**config.mk**
```make
export PLATFORM = sky130hd
export DESIGN_NAME = inst_queue
export DESIGN_NICKNAME = d
export VERILOG_FILES = /design/src/rtl/inst_queue_pkg.sv /design/src/rtl/inst_queue_ptr_ctrl.sv /design/src/rtl/inst_queue.sv
export SDC_FILE = /design/constraint.sdc
export NUM_CORES = 1
export LEC_CHECK = 0
export CAP_MARGIN = 20
export CORE_MARGIN = 2
export CORE_UTILIZATION = 49
export DETAILED_ROUTE_END_ITERATION = 8
export PLACE_DENSITY = 0.71
export SLEW_MARGIN = 15
export SYNTH_ARGS = -nofsm -noshare
export SYNTH_HDL_FRONTEND = slang
export SYNTH_SLANG_ARGS = --single-unit
```
**constraint.sdc**
```tcl
create_clock -name clock -period 7.9 [get_ports clock]
set_input_delay 1.58 -clock clock [delete_from_list [all_inputs] [get_ports clock]]
set_output_delay 1.58 -clock clock [all_outputs]
set_load 0.005 [all_outputs]
```
**src/rtl/inst_queue_pkg.sv**
```systemverilog
// ============================================================================
//  Module      : inst_queue_pkg
//  Description : Shared fetch/decode types for the instruction queue:
//                XLEN/NOP defines, IF_ID_PACKET, queue entry and state enum.
//  Revision    : 1.0 - initial release
// ============================================================================
`default_nettype none

`ifndef XLEN
`define XLEN 32
`endif

// addi x0, x0, 0
`ifndef NOP
`define NOP 32'h00000013
`endif

package inst_queue_pkg;

    localparam logic [31:0] NOP_INST = `NOP;

    // Packet handed from the fetch side to the decoder
    typedef struct packed {
        logic [31:0]       inst;
        logic [`XLEN-1:0]  PC;
        logic [`XLEN-1:0]  NPC;
        logic              valid;
    } IF_ID_PACKET;

    // One buffered instruction
    typedef struct packed {
        logic [31:0]       inst;
        logic [`XLEN-1:0]  PC;
        logic [`XLEN-1:0]  NPC;
    } IQ_ENTRY;

    typedef enum logic {
        IQ_RUN    = 1'b0,
        IQ_HALTED = 1'b1
    } IQ_STATE;

endpackage

`default_nettype wire

```
**src/rtl/inst_queue_ptr_ctrl.sv**
```systemverilog
// ============================================================================
//  Module      : iq_ptr_ctrl
//  Description : Head/tail/count bookkeeping for a power-of-two circular
//                queue, with full/empty flags. Clear has priority over
//                push/pop. Callers never push when full or pop when empty.
//  Revision    : 1.0 - initial release
// ============================================================================
`default_nettype none

module iq_ptr_ctrl #(
    parameter int DEPTH = 8
) (
    input  logic                         clock,
    input  logic                         reset,
    input  logic                         push_i,
    input  logic                         pop_i,
    input  logic                         clear_i,
    output logic [$clog2(DEPTH)-1:0]     head_o,
    output logic [$clog2(DEPTH)-1:0]     tail_o,
    output logic [$clog2(DEPTH+1)-1:0]   count_o,
    output logic                         full_o,
    output logic                         empty_o
);

    localparam int PW = $clog2(DEPTH);
    localparam int CW = $clog2(DEPTH+1);

    logic [PW-1:0] head_q, head_d;
    logic [PW-1:0] tail_q, tail_d;
    logic [CW-1:0] count_q, count_d;

    // Next pointer/count values; pointers wrap naturally at DEPTH
    always_comb begin
        head_d  = head_q;
        tail_d  = tail_q;
        count_d = count_q;
        if (clear_i) begin
            head_d  = '0;
            tail_d  = '0;
            count_d = '0;
        end else begin
            if (push_i) tail_d = tail_q + PW'(1);
            if (pop_i)  head_d = head_q + PW'(1);
            if (push_i && !pop_i)      count_d = count_q + CW'(1);
            else if (!push_i && pop_i) count_d = count_q - CW'(1);
        end
    end

    // Pointer/count registers with asynchronous active-low reset
    always_ff @(posedge clock or negedge reset) begin
        if (!reset) begin
            head_q  <= '0;
            tail_q  <= '0;
            count_q <= '0;
        end else begin
            head_q  <= head_d;
            tail_q  <= tail_d;
            count_q <= count_d;
        end
    end

    assign head_o  = head_q;
    assign tail_o  = tail_q;
    assign count_o = count_q;
    assign full_o  = (count_q == CW'(DEPTH));
    assign empty_o = (count_q == '0);

endmodule

`default_nettype wire

```
**src/rtl/inst_queue.sv**
```systemverilog
// ============================================================================
//  Module      : inst_queue
//  Description : Fetch-to-decode instruction FIFO. Presents the oldest entry
//                as an IF_ID_PACKET, pops on dispatch, flushes on squash and
//                stops accepting fetches once a halting head is dispatched.
//                Optional macro INST_QUEUE_BYPASS_EN lets an empty queue
//                present the fetch inputs combinationally.
//  Revision    : 1.0 - initial release
// ============================================================================
`default_nettype none

module inst_queue
    import inst_queue_pkg::*;
#(
    parameter int DEPTH = 8
) (
    input  logic                        clock,
    input  logic                        reset,
    input  logic                        fetch_valid,
    input  logic [31:0]                 fetch_inst,
    input  logic [`XLEN-1:0]            fetch_pc,
    input  logic [`XLEN-1:0]            fetch_npc,
    output logic                        fetch_ready,
    output IF_ID_PACKET                 if_packet,
    input  logic                        dispatch_en,
    input  logic                        decode_halt,
    input  logic                        squash,
    output logic [$clog2(DEPTH+1)-1:0]  count,
    output logic                        halted
);

    localparam int PW = $clog2(DEPTH);

    IQ_STATE       state_q, state_d;
    IQ_ENTRY       mem_q [DEPTH];

    logic [PW-1:0] head, tail;
    logic          full, empty;
    logic          run, head_valid, bypass, out_valid;
    logic          push, pop, halt_go, clear;

    assign run        = (state_q == IQ_RUN);
    assign head_valid = reset & run & ~empty;

`ifdef INST_QUEUE_BYPASS_EN
    assign bypass     = reset & run & empty & fetch_valid;
`else
    assign bypass     = 1'b0;
`endif

    assign out_valid   = head_valid | bypass;
    assign fetch_ready = reset & run & ~full;
    // A bypassed instruction that is dispatched in the same cycle is never stored
    assign push        = fetch_valid & fetch_ready & ~(bypass & dispatch_en);
    assign pop         = dispatch_en & head_valid;
    assign halt_go     = dispatch_en & out_valid & decode_halt;
    // Halting discards whatever is still queued behind the halting instruction
    assign clear       = squash | halt_go;
    assign halted      = (state_q == IQ_HALTED);

    iq_ptr_ctrl #(.DEPTH(DEPTH)) u_ptr (
        .clock   (clock),
        .reset   (reset),
        .push_i  (push),
        .pop_i   (pop),
        .clear_i (clear),
        .head_o  (head),
        .tail_o  (tail),
        .count_o (count),
        .full_o  (full),
        .empty_o (empty)
    );

    // Entry storage: write the fetched instruction at the tail
    always_ff @(posedge clock) begin
        if (push) begin
            mem_q[tail] <= '{inst: fetch_inst, PC: fetch_pc, NPC: fetch_npc};
        end
    end

    // Decoder packet: bypassed fetch, queued head, or a NOP bubble
    always_comb begin
        if_packet       = '0;
        if_packet.inst  = NOP_INST;
        if (bypass) begin
            if_packet.inst  = fetch_inst;
            if_packet.PC    = fetch_pc;
            if_packet.NPC   = fetch_npc;
            if_packet.valid = 1'b1;
        end else if (head_valid) begin
            if_packet.inst  = mem_q[head].inst;
            if_packet.PC    = mem_q[head].PC;
            if_packet.NPC   = mem_q[head].NPC;
            if_packet.valid = 1'b1;
        end
    end

    // Run/halt state register
    always_ff @(posedge clock or negedge reset) begin
        if (!reset) state_q <= IQ_RUN;
        else        state_q <= state_d;
    end

    // Next state: halt on a dispatched halting head; squash always restarts
    always_comb begin
        state_d = state_q;
        case (state_q)
            IQ_RUN:    if (halt_go) state_d = IQ_HALTED;
            IQ_HALTED: state_d = IQ_HALTED;
            default:   state_d = IQ_RUN;
        endcase
        if (squash) state_d = IQ_RUN;
    end

endmodule

`default_nettype wire

```
# After elaboration in Yosys (flattened, before gate mapping)
# Memories as Yosys holds them, arrays and structs flattened.
# Cells that the tools add are included.
[totals]
regBits = 11
latchBits = 0
ram_bits = 768
rom_bits = 0
inputBits = 102
output_inout_bits = 103
wordCells = 41
memories = 1
[op_classes]
add_sub_neg = 4
mul = 0
div_mod_pow = 0
n_lt_le_gt_ge = 0
n_eq_ne = 1
n_shift = 0
n_mux = 13
n_bitwise = 10
reduce_logical = 8
[memory_table]
columns = ["memory", "words", "width", "read_ports", "rd_clocked_by_memory_dff", "wr", "line_no", "text"]
rows = [
  ["mem_q", 8, 96, 1, 0, 1, "inst_queue.sv:35", "IQ_ENTRY mem_q [DEPTH];"],
]
[ops]
columns = ["operator", "n"]
rows = [
  ["two-way mux 97 bit", 1],
  ["two-way mux 3 bit", 4],
  ["two-way mux 4 bit", 3],
  ["adder 3 x 1 -> 3 bit (second input constant)", 2],
  ["AND 1 bit", 6],
  ["adder 4 x 1 -> 4 bit (second input constant)", 1],
  ["== test 4 bit (second input constant)", 1],
  ["logical NOT 4 bit", 1],
  ["two-way mux 1 bit", 4],
  ["nonzero test 2 bit", 2],
  ["subtractor 4 x 1 -> 4 bit (second input constant)", 1],
  ["inverter 1 bit", 3],
  ["nonzero test 3 bit", 1],
  ["logical AND 1 bit", 2],
  ["logical NOT 1 bit", 2],
  ["one-hot mux 1 bit (2 select lines)", 1],
  ["bitwise OR 1 bit", 1],
]

# Logic depth before layout (Yosys ltp)
[depth]
ltp_word = 9
ltp_mapped = 9
depth_no_buf = 8

# Modules after synthesis
# Synthesis repeated with hierarchy kept, for this count alone.
[hier_totals]
hier_cells = 1202
area_unflattened_um2 = 29470.8
[by_module_without_submodules]
columns = ["module", "instances", "cells_each", "area_each_um2", "seq_area_each_um2"]
rows = [
  ["inst_queue", 1, 1145, 28876.4, 23087.1],
  ["iq_ptr_ctrl", 1, 57, 594.3, 250.2],
]

# Worst setup path after synthesis
# Ideal clock, no wire load.
[synth_path]
kind = "input-to-reg"
startpoint = "input port reset"
endpoint = "memory mem_q[0][0] (netlist name) (enable)"
setup_time_ps = 668
arrival_time_ps = 8791
required_ps = 7232
setup_slack_ps = -1559
cell_stages = 4
n_path_buf = 0
path_cell_list = "nor2b_1 and3_4 or2b_1 nor3_1"
[synth_between]
elab_chain_len = 5
[synth_lines]
columns = ["item", "line_no", "text"]
rows = [
  ["start: declaration", "inst_queue.sv:18", "input logic reset,"],
  ["AND 1 bit (2 in a row)", "inst_queue.sv:52", "assign fetch_ready = reset & run & ~full;"],
  ["AND 1 bit", "inst_queue.sv:54", "assign push = fetch_valid & fetch_ready & ~(bypass & dispatch_en);"],
  ["two-way mux 1 bit", "inst_queue.sv:76", "if (push) begin"],
  ["two-way mux 1 bit (not written as such)", "inst_queue.sv:77", "mem_q[tail] <= '{inst: fetch_inst, PC: fetch_pc, NPC: fetch_npc};"],
  ["end: declaration", "inst_queue.sv:35", ""],
]
# Every way passes these cells.

==> impl_metrics.csv <==
group,metric,value,unit
placed_design,dpl.hpwl,31.6,mm
critical_path,cp.arrival,4.53,ns
placed_design,placed_cell_area,0.0329,mm²
critical_path,worst-path-stages,6,
critical_path,slowest_delay,0.83,ns
die,die_h,250,µm
hold_path,whs_path_depth,2,
yosys,synth_top_family_by_area,"multiplexers",
yosys,synthMuxAreaShare,17.9,%
routing,drc,0,
yosys,netlist.area_leader.share,77.5,%
critical_path,cp-end-kind,"output port",
clocking,clockBufferDepth,3,
routing,wl,59.2,mm
critical_path,critical_path.top_delay_family,"buffers and inverters",
outcome,status,"completed",
routing,via_count,13600,
placed_design,routabilityCongestion,0.713,
cells_and_area,fin_nets,1652,
sta,fmax,0.164,GHz
grt,grt_max_degree,113,
clocking,cts_max_level,3,
yosys,synth_seq_cells,779,
yosys,syn-instance-count,1299,
die,die-area,0.0627,mm²
routing,drt-pass1-iter-count,4,
clocking,cts_inserted_buffers,79,
sta,hold_viol_final,0,
routing,vias_per_cell,5.68,
grt,grt_overflow_total,0,
die,die_width,250,µm
critical_path,crit_slowest_cell,"clkdlybuf4s50_1",
routing,drt-initial-drc-count,880,
die,io-pin-count,205,
grt,antenna_found_initial,3,
critical_path,critPathKind,"primary input to output port",
yosys,yosys_warnings,0,
critical_path,rr_worst_depth,5,
grt,grt_pass1_vias,14500,
cells_and_area,fin_util,58.9,%
pwr,p_per_area,260,mW/mm²
pwr,ir_worst_vdd,0.203,mV
placed_design,portBuffers,204,
sta,skew,0.0242,ns
clocking,ctsResizeCount,0,
critical_path,critPathBufInv,3,
clocking,post_cts_buffers,0,
pwr,finalPower,0.00922,W
routing,drt-wirelength-per-cell,24.7,µm
routing,final_antenna_net_count,0,
sta,fin_setup_tns,0,ns
sta,finalSetupViolCount,0,
critical_path,cp_cell_sequence,"clkdlybuf4s50_1 > nor2b_1 > nand2_4 > buf_4 > nor2_1 > clkdlybuf4s50_1",
die,initial_core_util,49.4,%
clocking,clkSinkCount,779,
yosys,synth_area_leaders,"edfxtp_1 (77%), mux4_2 (15%), mux2i_1 (3.3%), nor2_1 (1.3%), dfrtp_1 (0.92%)",
sta,holdWs,0.584,ns
critical_path,cp_common_cell,"clkdlybuf4s50_1",
yosys,synth_edf_count,768,
yosys,synthAdderAreaFrac,0.235,%
sta,drv_slew,0,
yosys,seq_area_frac_synth,78.4,%
die,core,0.0602,mm²
clocking,hold_buffers,0,
sta,period_share,77.3,%
job,maxCapViolCount,0,
yosys,synthFlopType,"edfxtp_1",
clocking,path_clk_slew,0.05,ns
yosys,ys_types,42,
grt,grt_pass1_wl,89.4,mm
hold_path,hold_path.class,"flop to flop",
yosys,synth_xor_area_share,0.0883,%
cells_and_area,drive_gt1_share,22.3,%
sta,period_needed,6.11,ns
clocking,clk_latency,0.63,ns
sta,slew_headroom,32.8,%
yosys,synth_area,0.0298,mm²
clocking,cts-root-buf,"clkbuf_16",
critical_path,worstPathMaxFanout,51,
grt,track_usage,19.2,%
yosys,synth-simple-area-share,1.99,%
cells_and_area,syn2layout_area_growth,19.3,%
yosys,synth_area_leader_cell,"edfxtp_1",
critical_path,critPathLaunchType,"primary input",
die,rows,90,
sta,worstMarginPinSlew,1.00,ns
yosys,async_flop_share,1.41,%
cells_and_area,final_area,0.0355,mm²
clocking,tritoncts,"built",
yosys,postSynthAreaPerCell,22.9,µm²
critical_path,required,6.32,ns
yosys,synth_compound_area_share,0.391,%
yosys,syn_nets,1406,
pwr,leakagePower,10.8,nW
sta,rsz0062_at_grt,"false",
-- per-layer routing --
layer / up-vias / track usage, % / part of all wire, %
met5: - / 0 / 0.041
met4: 4 / 5.13 / 1.7
li1: 5917 / - / -
met3: 82 / 3.56 / 5.0
met2: 329 / 32.3 / 51
met1: 7268 / 26.0 / 42
-- metrics by stage --
stage / setup slack (ns) / std cells
finish: 1.79 / 2395
global placement: 1.91 / 2245
global route: 1.54 / 2393
CTS: 1.76 / 2393
floorplan: 1.04 / 1299
detailed placement: 1.79 / 2246
-- registers in the layout, indices dropped and copies added, names as in the netlist --
name / cells
u_ptr.tail_o: 3
u_ptr.head_o: 3
u_ptr.count_o: 4
mem_q: 768
halted: 1
-- final timing paths --
kind	startpoint	slack, ns	to
worst max-delay path	reset	1.79	if_packet[8]
worst min-delay path	u_ptr.tail_o[0]	0.58	u_ptr.tail_o[0]
worst max register to register	halted	4.71	mem_q[6][58]
worst min register to register	u_ptr.tail_o[0]	0.58	u_ptr.tail_o[0]
max in group asynchronous	reset	6.13	u_ptr.head_o[0]
min in group asynchronous	reset	1.34	u_ptr.count_o[0]
-- layout make-up --
| cell class | instances | area [µm²] |
|---|---|---|
| Fill cell | 4205 | 24700 |
| Sequential cell | 779 | 23300 |
| Multi-Input combinational cell | 448 | 6190 |
| Timing Repair Buffer | 232 | 2360 |
| Clock buffer | 97 | 2070 |
| Tap cell | 782 | 978 |
| Clock inverter | 50 | 537 |
| Inverter | 5 | 21.3 |
| Antenna cell | 2 | 5.00 |
-- power breakdown --
group | switching (W) | leakage, nW | internal, W
combinational | 0.000389 | 2.43 | 0.000455
sequential | 0.0000404 | 7.08 | 0.00461
clock | 0.00154 | 1.26 | 0.00218
total | 0.00197 | 10.8 | 0.00724
-- cell usage after synthesis, types with 2 or more instances --
cell type / count
a21oi_1: 3
inv_1: 4
buf_1: 17
a31oi_1: 2
mux2i_1: 99
dfrtp_1: 11
nor3_1: 4
nand2b_1: 5
nand2_1: 9
xnor2_1: 2
clkbuf_1: 21
mux4_2: 192
edfxtp_1: 768
buf_2: 28
o21ai_0: 2
nor2_1: 103
ha_1: 4
-- placed cells by master (no fill, tap or decap), types with 12 or more instances in the layout --
cell type / Yosys / layout
clkbuf_1: 21 / 17
mux2i_1: 99 / 99
nor2_1: 103 / 97
clkinv_2: 0 / 15
mux4_2: 192 / 192
clkdlybuf4s50_1: 0 / 204
buf_4: 1 / 19
edfxtp_1: 768 / 768
clkinv_1: 0 / 12
clkbuf_16: 0 / 80
-- cells by family (layout without fill, tap and decap cells) --
| logic type | Yosys count | after routing |
|---|---|---|
| and+or+nand+nor | 135 | 135 |
| muxes | 291 | 291 |
| other | 0 | 2 |
| DFF | 779 | 779 |
| AOI/OAI and AO/OA | 14 | 14 |
| adders and majority gates | 5 | 5 |
| xor gates and xnor gates | 3 | 3 |
| buffers and inverters | 72 | 384 |
-- worst reg2reg max path: cells and delay by family, from the launching register on --
family	cells	cell delay, ns
flops	1	0.42
buf+inv	1	0.64
simple gates	4	1.72
No activity file was read; power rests on OpenSTA's default activity.
